**config.mk**
```make
export PLATFORM = sky130hd
export DESIGN_NAME = pwm_half_bridge
export DESIGN_NICKNAME = d
export VERILOG_FILES = /design/src/rtl/pwm_half_bridge.sv
export SDC_FILE = /design/constraint.sdc
export NUM_CORES = 1
export LEC_CHECK = 0
export BUFFER_PORTS_ARGS = -buffer_cell sky130_fd_sc_hd__buf_2
export CAP_MARGIN = 20
export CORE_MARGIN = 4
export CORE_UTILIZATION = 59
export CTS_CLUSTER_DIAMETER = 200
export DETAILED_ROUTE_END_ITERATION = 10
export GPL_TIMING_DRIVEN = 1
export HOLD_SLACK_MARGIN = 0.12
export PLACE_DENSITY = 0.91
export SYNTH_ARGS = -nofsm -noshare
export SYNTH_HDL_FRONTEND = slang
export SYNTH_SLANG_ARGS = --single-unit
```
**constraint.sdc**
```tcl
create_clock -name CLK_IN -period 2.9 [get_ports CLK_IN]
set_input_delay 0.58 -clock CLK_IN [delete_from_list [all_inputs] [get_ports CLK_IN]]
set_output_delay 0.58 -clock CLK_IN [all_outputs]
set_load 0.05 [all_outputs]
```
**src/rtl/pwm_half_bridge.sv**
```systemverilog
// ----------------------------------------------------------------------------
// pwm_half_bridge
//
// Edge-aligned PWM generator for one BLDC half-bridge phase. A divided clock
// (TICK_IN) is sampled in the CLK_IN domain. Each rising edge of TICK_IN
// advances a WIDTH-bit period counter. Duty is double-buffered: DUTY_LD
// captures a pending value. That value becomes active only when the counter
// wraps. The high-side and low-side gate outputs are decoded from a
// registered state machine, so they can never both be asserted.
//
// Optional build macro:
//    PWM_DEADTIME_EN - when defined, DEAD CLK_IN cycles with both gates off
//                      are inserted on every HI<->LO hand-over. When the
//                      macro is undefined, DEAD is ignored.
//
// Parameters:
//    WIDTH       counter/duty width; PWM period = 2^WIDTH ticks
//    DEAD        dead time in CLK_IN cycles (1..255)
//
// Ports:
//    CLK_IN      system clock
//    RST_N       asynchronous active-low reset
//    EN          phase enable; low forces both gates off
//    TICK_IN     divided clock, synchronous to CLK_IN
//    DUTY_IN     requested duty in ticks
//    DUTY_LD     strobe: capture DUTY_IN into the pending register
//    DUTY_ACK    one-cycle pulse when the pending duty becomes active
//    PERIOD_END  one-cycle pulse after a counter wrap
//    PWM_HI      high-side gate, active high
//    PWM_LO      low-side gate, active high
// ----------------------------------------------------------------------------
module pwm_half_bridge #(
   parameter int WIDTH = 9,
   parameter int DEAD  = 4
) (
   input  logic             CLK_IN,
   input  logic             RST_N,
   input  logic             EN,
   input  logic             TICK_IN,
   input  logic [WIDTH-1:0] DUTY_IN,
   input  logic             DUTY_LD,
   output logic             DUTY_ACK,
   output logic             PERIOD_END,
   output logic             PWM_HI,
   output logic             PWM_LO
);

   typedef enum logic [2:0] {
      S_OFF   = 3'd0,
      S_DT_HI = 3'd1,
      S_HI    = 3'd2,
      S_DT_LO = 3'd3,
      S_LO    = 3'd4
   } state_t;

   logic             r_tick_q;
   logic [WIDTH-1:0] r_cnt;
   logic [WIDTH-1:0] r_duty_act;
   logic [WIDTH-1:0] r_duty_pend;
   logic             r_pend_flag;
   logic             r_period_end;
   logic             r_duty_ack;
   state_t           r_state;
   state_t           w_state_next;

   logic             w_step;
   logic             w_wrap;
   logic             w_raw;

   // One step per TICK_IN rising edge, however long TICK_IN stays high.
   assign w_step = TICK_IN & ~r_tick_q;
   assign w_wrap = w_step & EN & (r_cnt == {WIDTH{1'b1}});
   assign w_raw  = EN & (r_cnt < r_duty_act);

   // -------------------------------------------------------------------------
   // Tick edge detect, period counter and double-buffered duty
   // -------------------------------------------------------------------------
   always_ff @(posedge CLK_IN or negedge RST_N) begin
      if (!RST_N) begin
         r_tick_q     <= 1'b0;
         r_cnt        <= '0;
         r_duty_act   <= '0;
         r_duty_pend  <= '0;
         r_pend_flag  <= 1'b0;
         r_period_end <= 1'b0;
         r_duty_ack   <= 1'b0;
      end else begin
         r_tick_q     <= TICK_IN;
         r_period_end <= w_wrap;
         r_duty_ack   <= w_wrap & r_pend_flag;

         if (!EN) begin
            r_cnt <= '0;
         end else if (w_step) begin
            r_cnt <= r_cnt + WIDTH'(1);
         end

         if (w_wrap && r_pend_flag) begin
            r_duty_act  <= r_duty_pend;
            r_pend_flag <= 1'b0;
         end

         // A load in the wrap cycle goes after the apply above. The old
         // pending value is used now. The new value stays pending for the
         // next wrap.
         if (DUTY_LD) begin
            r_duty_pend <= DUTY_IN;
            r_pend_flag <= 1'b1;
         end
      end
   end

`ifdef PWM_DEADTIME_EN
   // -------------------------------------------------------------------------
   // Gate FSM with dead band
   // -------------------------------------------------------------------------
   localparam logic [7:0] DT_LOAD = 8'(DEAD - 1);

   logic [7:0] r_dt_cnt;
   logic [7:0] w_dt_cnt_next;

   always_ff @(posedge CLK_IN or negedge RST_N) begin
      if (!RST_N) begin
         r_state  <= S_OFF;
         r_dt_cnt <= '0;
      end else begin
         r_state  <= w_state_next;
         r_dt_cnt <= w_dt_cnt_next;
      end
   end

   always_comb begin
      w_state_next  = r_state;
      w_dt_cnt_next = r_dt_cnt;
      if (!EN) begin
         w_state_next = S_OFF;
      end else begin
         case (r_state)
            S_OFF: begin
               w_state_next  = w_raw ? S_DT_HI : S_DT_LO;
               w_dt_cnt_next = DT_LOAD;
            end
            S_HI: begin
               if (!w_raw) begin
                  w_state_next  = S_DT_LO;
                  w_dt_cnt_next = DT_LOAD;
               end
            end
            S_LO: begin
               if (w_raw) begin
                  w_state_next  = S_DT_HI;
                  w_dt_cnt_next = DT_LOAD;
               end
            end
            // If demand reverts mid-band, the gate that was about to turn
            // on never did. Fall straight back to the other side.
            S_DT_HI: begin
               if (!w_raw)               w_state_next = S_LO;
               else if (r_dt_cnt == 8'd0) w_state_next = S_HI;
               else                      w_dt_cnt_next = r_dt_cnt - 8'd1;
            end
            S_DT_LO: begin
               if (w_raw)                w_state_next = S_HI;
               else if (r_dt_cnt == 8'd0) w_state_next = S_LO;
               else                      w_dt_cnt_next = r_dt_cnt - 8'd1;
            end
            default: w_state_next = S_OFF;
         endcase
      end
   end
`else
   // -------------------------------------------------------------------------
   // Gate FSM without dead band
   // -------------------------------------------------------------------------
   always_ff @(posedge CLK_IN or negedge RST_N) begin
      if (!RST_N) begin
         r_state <= S_OFF;
      end else begin
         r_state <= w_state_next;
      end
   end

   always_comb begin
      w_state_next = S_OFF;
      if (EN) begin
         w_state_next = w_raw ? S_HI : S_LO;
      end
   end
`endif

   // Outputs decoded from the registered state only.
   always_comb begin
      PWM_HI     = (r_state == S_HI);
      PWM_LO     = (r_state == S_LO);
      PERIOD_END = r_period_end;
      DUTY_ACK   = r_duty_ack;
   end

endmodule

```
==> impl_metrics.toml, run 1 <==
[status]
run_status = "finished, final reports clean"

[placed_design]
gp_congestion = 0.829
hpwlAfterDp_mm = 2.09
io_buffer_count = 17

[yosys]
synthCells = 131
synth_edf_count = 0
synth_fp_nets = 155
async_flop_share_pct = 100
netlist_area_um2 = 1550
synth_top_area_share_pct = 53.3
ys_ff_latch = 33
synthTopCellsByArea = "dfrtp_1, mux2_2, ha_1"
synth_top_area_cell = "dfrtp_1"
seq_area_frac_synth_pct = 53.3
synth_ff_type = "dfrtp_1"
synth-warning-count = 0
avgSynthCellArea_um2 = 11.8
synth_most_common_cell = "dfrtp_1"
ys_top_cells_by_count = "dfrtp_1, mux2_2, inv_1"
synth_cell_types = 29

[critical_path]
required_ns = 3.13
r2r_cells = 6
cpLargestDelayFamily = "adder cells"
cp.arrival_ns = 1.92
cp_num_buf_inv = 0
critPathMaxFanout = 10
critical-path-max-stage-delay_ns = 0.42
critPathLaunchType = "flip-flop"
r2r-end = "r_duty_act[2]"
r2r_start = "r_cnt[0]"
crit_top_cell = "ha_1"
crit_slowest_cell = "dfrtp_1"
critPathKind = "reg -> reg"
reg2reg_slack_ns = 1.21
critical_path.endpoint_type = "flip-flop"
crit_chain = "ha_1 -> nand3_1 -> nor2_1 -> ha_1 -> nand4_4 -> mux2_2"

[global_route]
grt_first_pass_wirelength_mm = 4.80
grt_pass1_vias = 1136
grt_overflow = 0
grt_use_total_pct = 18.7
grt_max_degree = 34
antenna_found_initial = 0

[cts]
clkLatencyLatePin_ns = 0.34
post_cts_buffers = 0
cts_inserted_buffers = 5
clockRootBuffer = "clkbuf_4"
hold_buffers = 0
cts_buffer_depth = 2
cts_resized = 0
cts_tree = "built"
htree_num_levels = 2
clkSinkCount = 33
cts.reportedPaths.clkPinSlew_ns = 0.10

[timing]
slew_headroom_pct = 52.0
finalSetupViolCount = 0
period_share_pct = 58.3
rsz0062_at_grt = "no"
finClkSkew_ns = 0.00941
hold_viol = 0
layout_min_cycle_time_ns = 1.69
fin_tns_setup_ns = 0
worst_pin_slew_ns = 0.720
drv_slew = 0
max_freq_mhz = 592

[flow_run]
maxCapViolCount = 0

[drt]
topRoutingLayerUsed = "met4"
drc = 0
wl_met2_mm = 1.40
detail_route.wl_per_cell_um = 14.9
via_count = 1063
wl_met3_um = 177
first_pass_iters = 4
viasPerCell = 5.78
dr.first_iter.drc_count = 19
drt-met1-wl_mm = 1.10
postRouteAntennaNets = 0
wl_mm = 2.74

[final_layout]
area_growth_pct = 11.0
antennaDiodeCount = 0
finalNetCount = 177
utilization_pct = 68.8
drive_above_1_share_pct = 29.9

[pwr]
total_power_mw = 0.793
leakagePower_nw = 0.831
p_per_area_nw_per_um2 = 461
peakVddDrop_mv = 0.479

[floorplanning]
die_h_um = 59.3
dieArea_um2 = 3510
start_util_pct = 62.0
core_area_um2 = 2500
row_count = 18
io_pins = 18
die_w_um = 59.3

[min_path]
hold_class = "in -> async"
-- state kept, by name, indices dropped and copies added, names as in the netlist --
register / flops
DUTY_ACK: 1
PERIOD_END: 1
r_pend_flag: 1
r_cnt: 9
r_duty_act: 9
r_duty_pend: 9
r_state: 2
r_tick_q: 1
-- worst max-delay path by stage --
| stage | from | cells after the start | slack (ns) | end |
|---|---|---|---|---|
| 2_1_floorplan | r_state[2] | 1 | 1.27 | PWM_HI |
| 5_1_grt | r_cnt[0] | 6 | 1.11 | r_duty_act[2] |
| 3_5_place_dp | r_cnt[0] | 6 | 1.22 | r_duty_act[2] |
| 4_1_cts | r_cnt[0] | 6 | 1.20 | r_duty_act[2] |
| 3_3_place_gp | TICK_IN | 4 | 1.28 | r_duty_act[8] |
| 6_report | r_cnt[0] | 6 | 1.21 | r_duty_act[2] |
-- worst reg2reg max path, cell delays in order, from the launching register on --
cell	delay [ns]
dfrtp_1	0.42
ha_1	0.22
nand3_1	0.08
nor2_1	0.10
ha_1	0.22
nand4_4	0.21
mux2_2	0.34
-- placed cells by master, fill, tap and decap left out, drive strengths merged, types with 3 or more instances in the layout --
cell | Yosys | routed
nand4 | 3 | 3
a21oi | 10 | 10
a211oi | 3 | 3
nor2 | 3 | 3
or3 | 3 | 3
nand3 | 3 | 3
o21ai | 5 | 5
clkbuf | 2 | 5
inv | 13 | 13
nor2b | 3 | 3
ha | 10 | 10
nand2 | 8 | 8
mux2 | 18 | 18
dfrtp | 33 | 33
buf | 0 | 17
-- final cells by class --
type | instances | area (um2)
Sequential cell | 33 | 826
Inverter | 13 | 48.8
Timing Repair Buffer | 17 | 85.1
Multi-Input combinational cell | 83 | 668
Fill cell | 177 | 779
Clock inverter | 3 | 17.5
Clock buffer | 5 | 37.5
Tap cell | 30 | 37.5
-- stage by stage --
stage	setup WS (ns)	std cells	cell area, um2	hold WS, ns
after global routing	1.11	184	1720	0.326
final	1.21	184	1720	0.286
after detailed placement	1.22	176	1670	0.496
after CTS	1.20	184	1720	0.298
after global placement	1.28	176	1670	0.489
after floorplan	1.27	131	1550	0.284
-- where the power goes --
group          internal (mW)  switching [mW]
clock network         0.0912           0.160
logic                 0.0247          0.0316
registers              0.476         0.00932
total                  0.592           0.201
-- kinds of logic after synthesis --
| kind of cell | Yosys count | synth area share, % |
|---|---|---|
| AO/OA/AOI/OAI | 23 | 8.80 |
| buffers and inverters | 15 | 3.63 |
| AND/OR/NAND/NOR | 30 | 12.0 |
| adder cells (fa/ha/maj) | 10 | 8.07 |
| flip-flops | 33 | 53.3 |
| XOR/XNOR | 2 | 1.13 |
| multiplexers | 18 | 13.1 |
-- routing by layer --
metal | vias up | track usage, %
met2 | 41 | 30.0
met4 | 0 | 9.06
li1 | 508 | -
met1 | 508 | 21.9
met5 | - | 0
met3 | 6 | 6.97
No activity file was read; power rests on OpenSTA's default activity.
==> run 2, diff against run 1 <==
CORE_UTILIZATION = 56   (was 59)
PLACE_DENSITY = 0.88   (was 0.91)
clock period = 1.7 ns   (was 2.9 ns; I/O delays follow)
==> run 2 against run 1 <==
Clock power rose by 75%; worst setup slack worse by 1.1 ns; power rose by 73%; clock-buffer cell count grew 2; largest cell class unchanged.
==> impl_metrics.toml, run 2 (synthesis gave the netlist of run 1 again) <==
[status]
run_status = "finished, final reports clean"

[critical_path]
critPathLaunchType = "flip-flop"
critPathMaxFanout = 5
critical_path.endpoint_type = "flip-flop"
critPathKind = "reg -> reg"
required_ns = 1.91
cp.arrival_ns = 1.80

[timing]
worst_pin_slew_ns = 0.718
fin_tns_setup_ns = 0
drv_slew = 0
finClkSkew_ns = 0.00968
max_freq_mhz = 631
rsz0062_at_grt = "no"
setup_slack_ns = 0.116
hold_viol = 0
finalSetupViolCount = 0
layout_min_cycle_time_ns = 1.58
period_share_pct = 93.2
slew_headroom_pct = 52.2

[final_layout]
drive_above_1_share_pct = 32.1
antennaDiodeCount = 0
area_growth_pct = 15.9
fillers = 187
final_cell_mix = "dfrtp_1, mux2_2, buf_2"
layout_commonest_cell = "dfrtp_1"
finalNetCount = 183
top_regs = "r_cnt: 9 flops, r_duty_act: 9 flops, r_duty_pend: 9 flops"
utilization_pct = 70.0

[drt]
topRoutingLayerUsed = "met4"
detail_route.wl_per_cell_um = 16.6
drc = 0
first_pass_iters = 4
wl_mm = 3.13
postRouteAntennaNets = 0
via_count = 1116
dr.first_iter.drc_count = 52
wl_met2_mm = 1.67
wl_met3_um = 188
viasPerCell = 5.90
drt-met1-wl_mm = 1.23

[global_route]
grt_first_pass_wirelength_mm = 4.85
antenna_found_initial = 0
grt_overflow = 0
grt_use_total_pct = 18.8
grt_pass1_vias = 1043
grt_max_degree = 34

[floorplanning]
core_area_um2 = 2570
row_count = 18
dieArea_um2 = 3670
die_h_um = 60.6
io_pins = 18
start_util_pct = 60.4
die_w_um = 60.6

[placed_design]
dp_slack_ns = 0.0303
gp_congestion = 0.906
io_buffer_count = 17
hpwlAfterDp_mm = 2.24

[cts]
cts.reportedPaths.clkPinSlew_ns = 0.09
htree_num_levels = 2
clkSinkCount = 33
cts_inserted_buffers = 5
clkLatencyLatePin_ns = 0.33
clockRootBuffer = "clkbuf_4"
cts_tree = "built"
cts_buffer_depth = 2

[pwr]
peakVddDrop_mv = 0.648
leakagePower_nw = 0.853
p_per_area_nw_per_um2 = 764

[flow_run]
maxCapViolCount = 0

[min_path]
hold_class = "in -> reg"
-- run 2: final cells by class --
| class | count | area (um2) | share of cell area (%) |
|---|---|---|---|
| sequential | 33 | 826 | 46.0 |
| inverter | 13 | 48.8 | 2.72 |
| clock buffer | 7 | 55.1 | 3.06 |
| multi-input combinational | 84 | 704 | 39.2 |
| tap | 30 | 37.5 | 2.09 |
| timing repair buffer | 22 | 125 | 6.96 |
-- run 2: critical path, stage by stage, from the launching register on --
cell     delay [ns]
dfrtp_1        0.46
ha_4           0.17
nand3_1        0.06
nor2_1         0.10
ha_2           0.24
nand4_4        0.13
mux2_2         0.31
-- run 2: stage by stage --
step | std cells | hold slack, ns | area, um2 | total power, mW
4_1_cts | 186 | 0.153 | 1750 | 1.38
5_1_grt | 189 | 0.165 | 1800 | 1.43
3_3_place_gp | 178 | 0.417 | 1680 | 0.934
6_report | 189 | 0.161 | 1800 | 1.37
2_1_floorplan | 131 | 0.0444 | 1550 | 0.895
3_5_place_dp | 178 | 0.433 | 1680 | 0.943
-- run 2: timing repair --
item                       CTS  global route
gates resized for setup      0             5
buffers inserted             0             2
hold endpoints to repair    33             0
setup endpoints to repair    0            10
hold buffers                 1             0
-- run 2: layer usage --
| metal | vias up | GRT usage, % |
|---|---|---|
| li1 | 522 | - |
| met1 | 551 | 22.9 |
| met2 | 39 | 30.8 |
| met3 | 4 | 7.02 |
| met4 | 0 | 6.50 |
| met5 | - | 0 |
-- run 2: final timing paths --
| path | startpoint | to | slack, ns | depth (start not counted) |
|---|---|---|---|---|
| worst max-delay path | r_cnt[0] | r_duty_act[3] | 0.12 | 6 |
| worst min-delay path | TICK_IN | r_tick_q | 0.16 | 1 |
| worst max register to register | r_cnt[0] | r_duty_act[3] | 0.12 | 6 |
| worst min register to register | r_duty_act[0] | r_duty_act[0] | 0.51 | 1 |
| max in group asynchronous | RST_N | r_cnt[2] | 0.64 | 2 |
| min in group asynchronous | RST_N | r_cnt[5] | 0.59 | 2 |
-- run 2: report_power, final --
group,leakage [nW],total [mW],switching (mW),internal (mW)
registers,0.430,0.830,0.0182,0.812
logic,0.392,0.105,0.0580,0.0465
clock network,0.0314,0.438,0.243,0.195
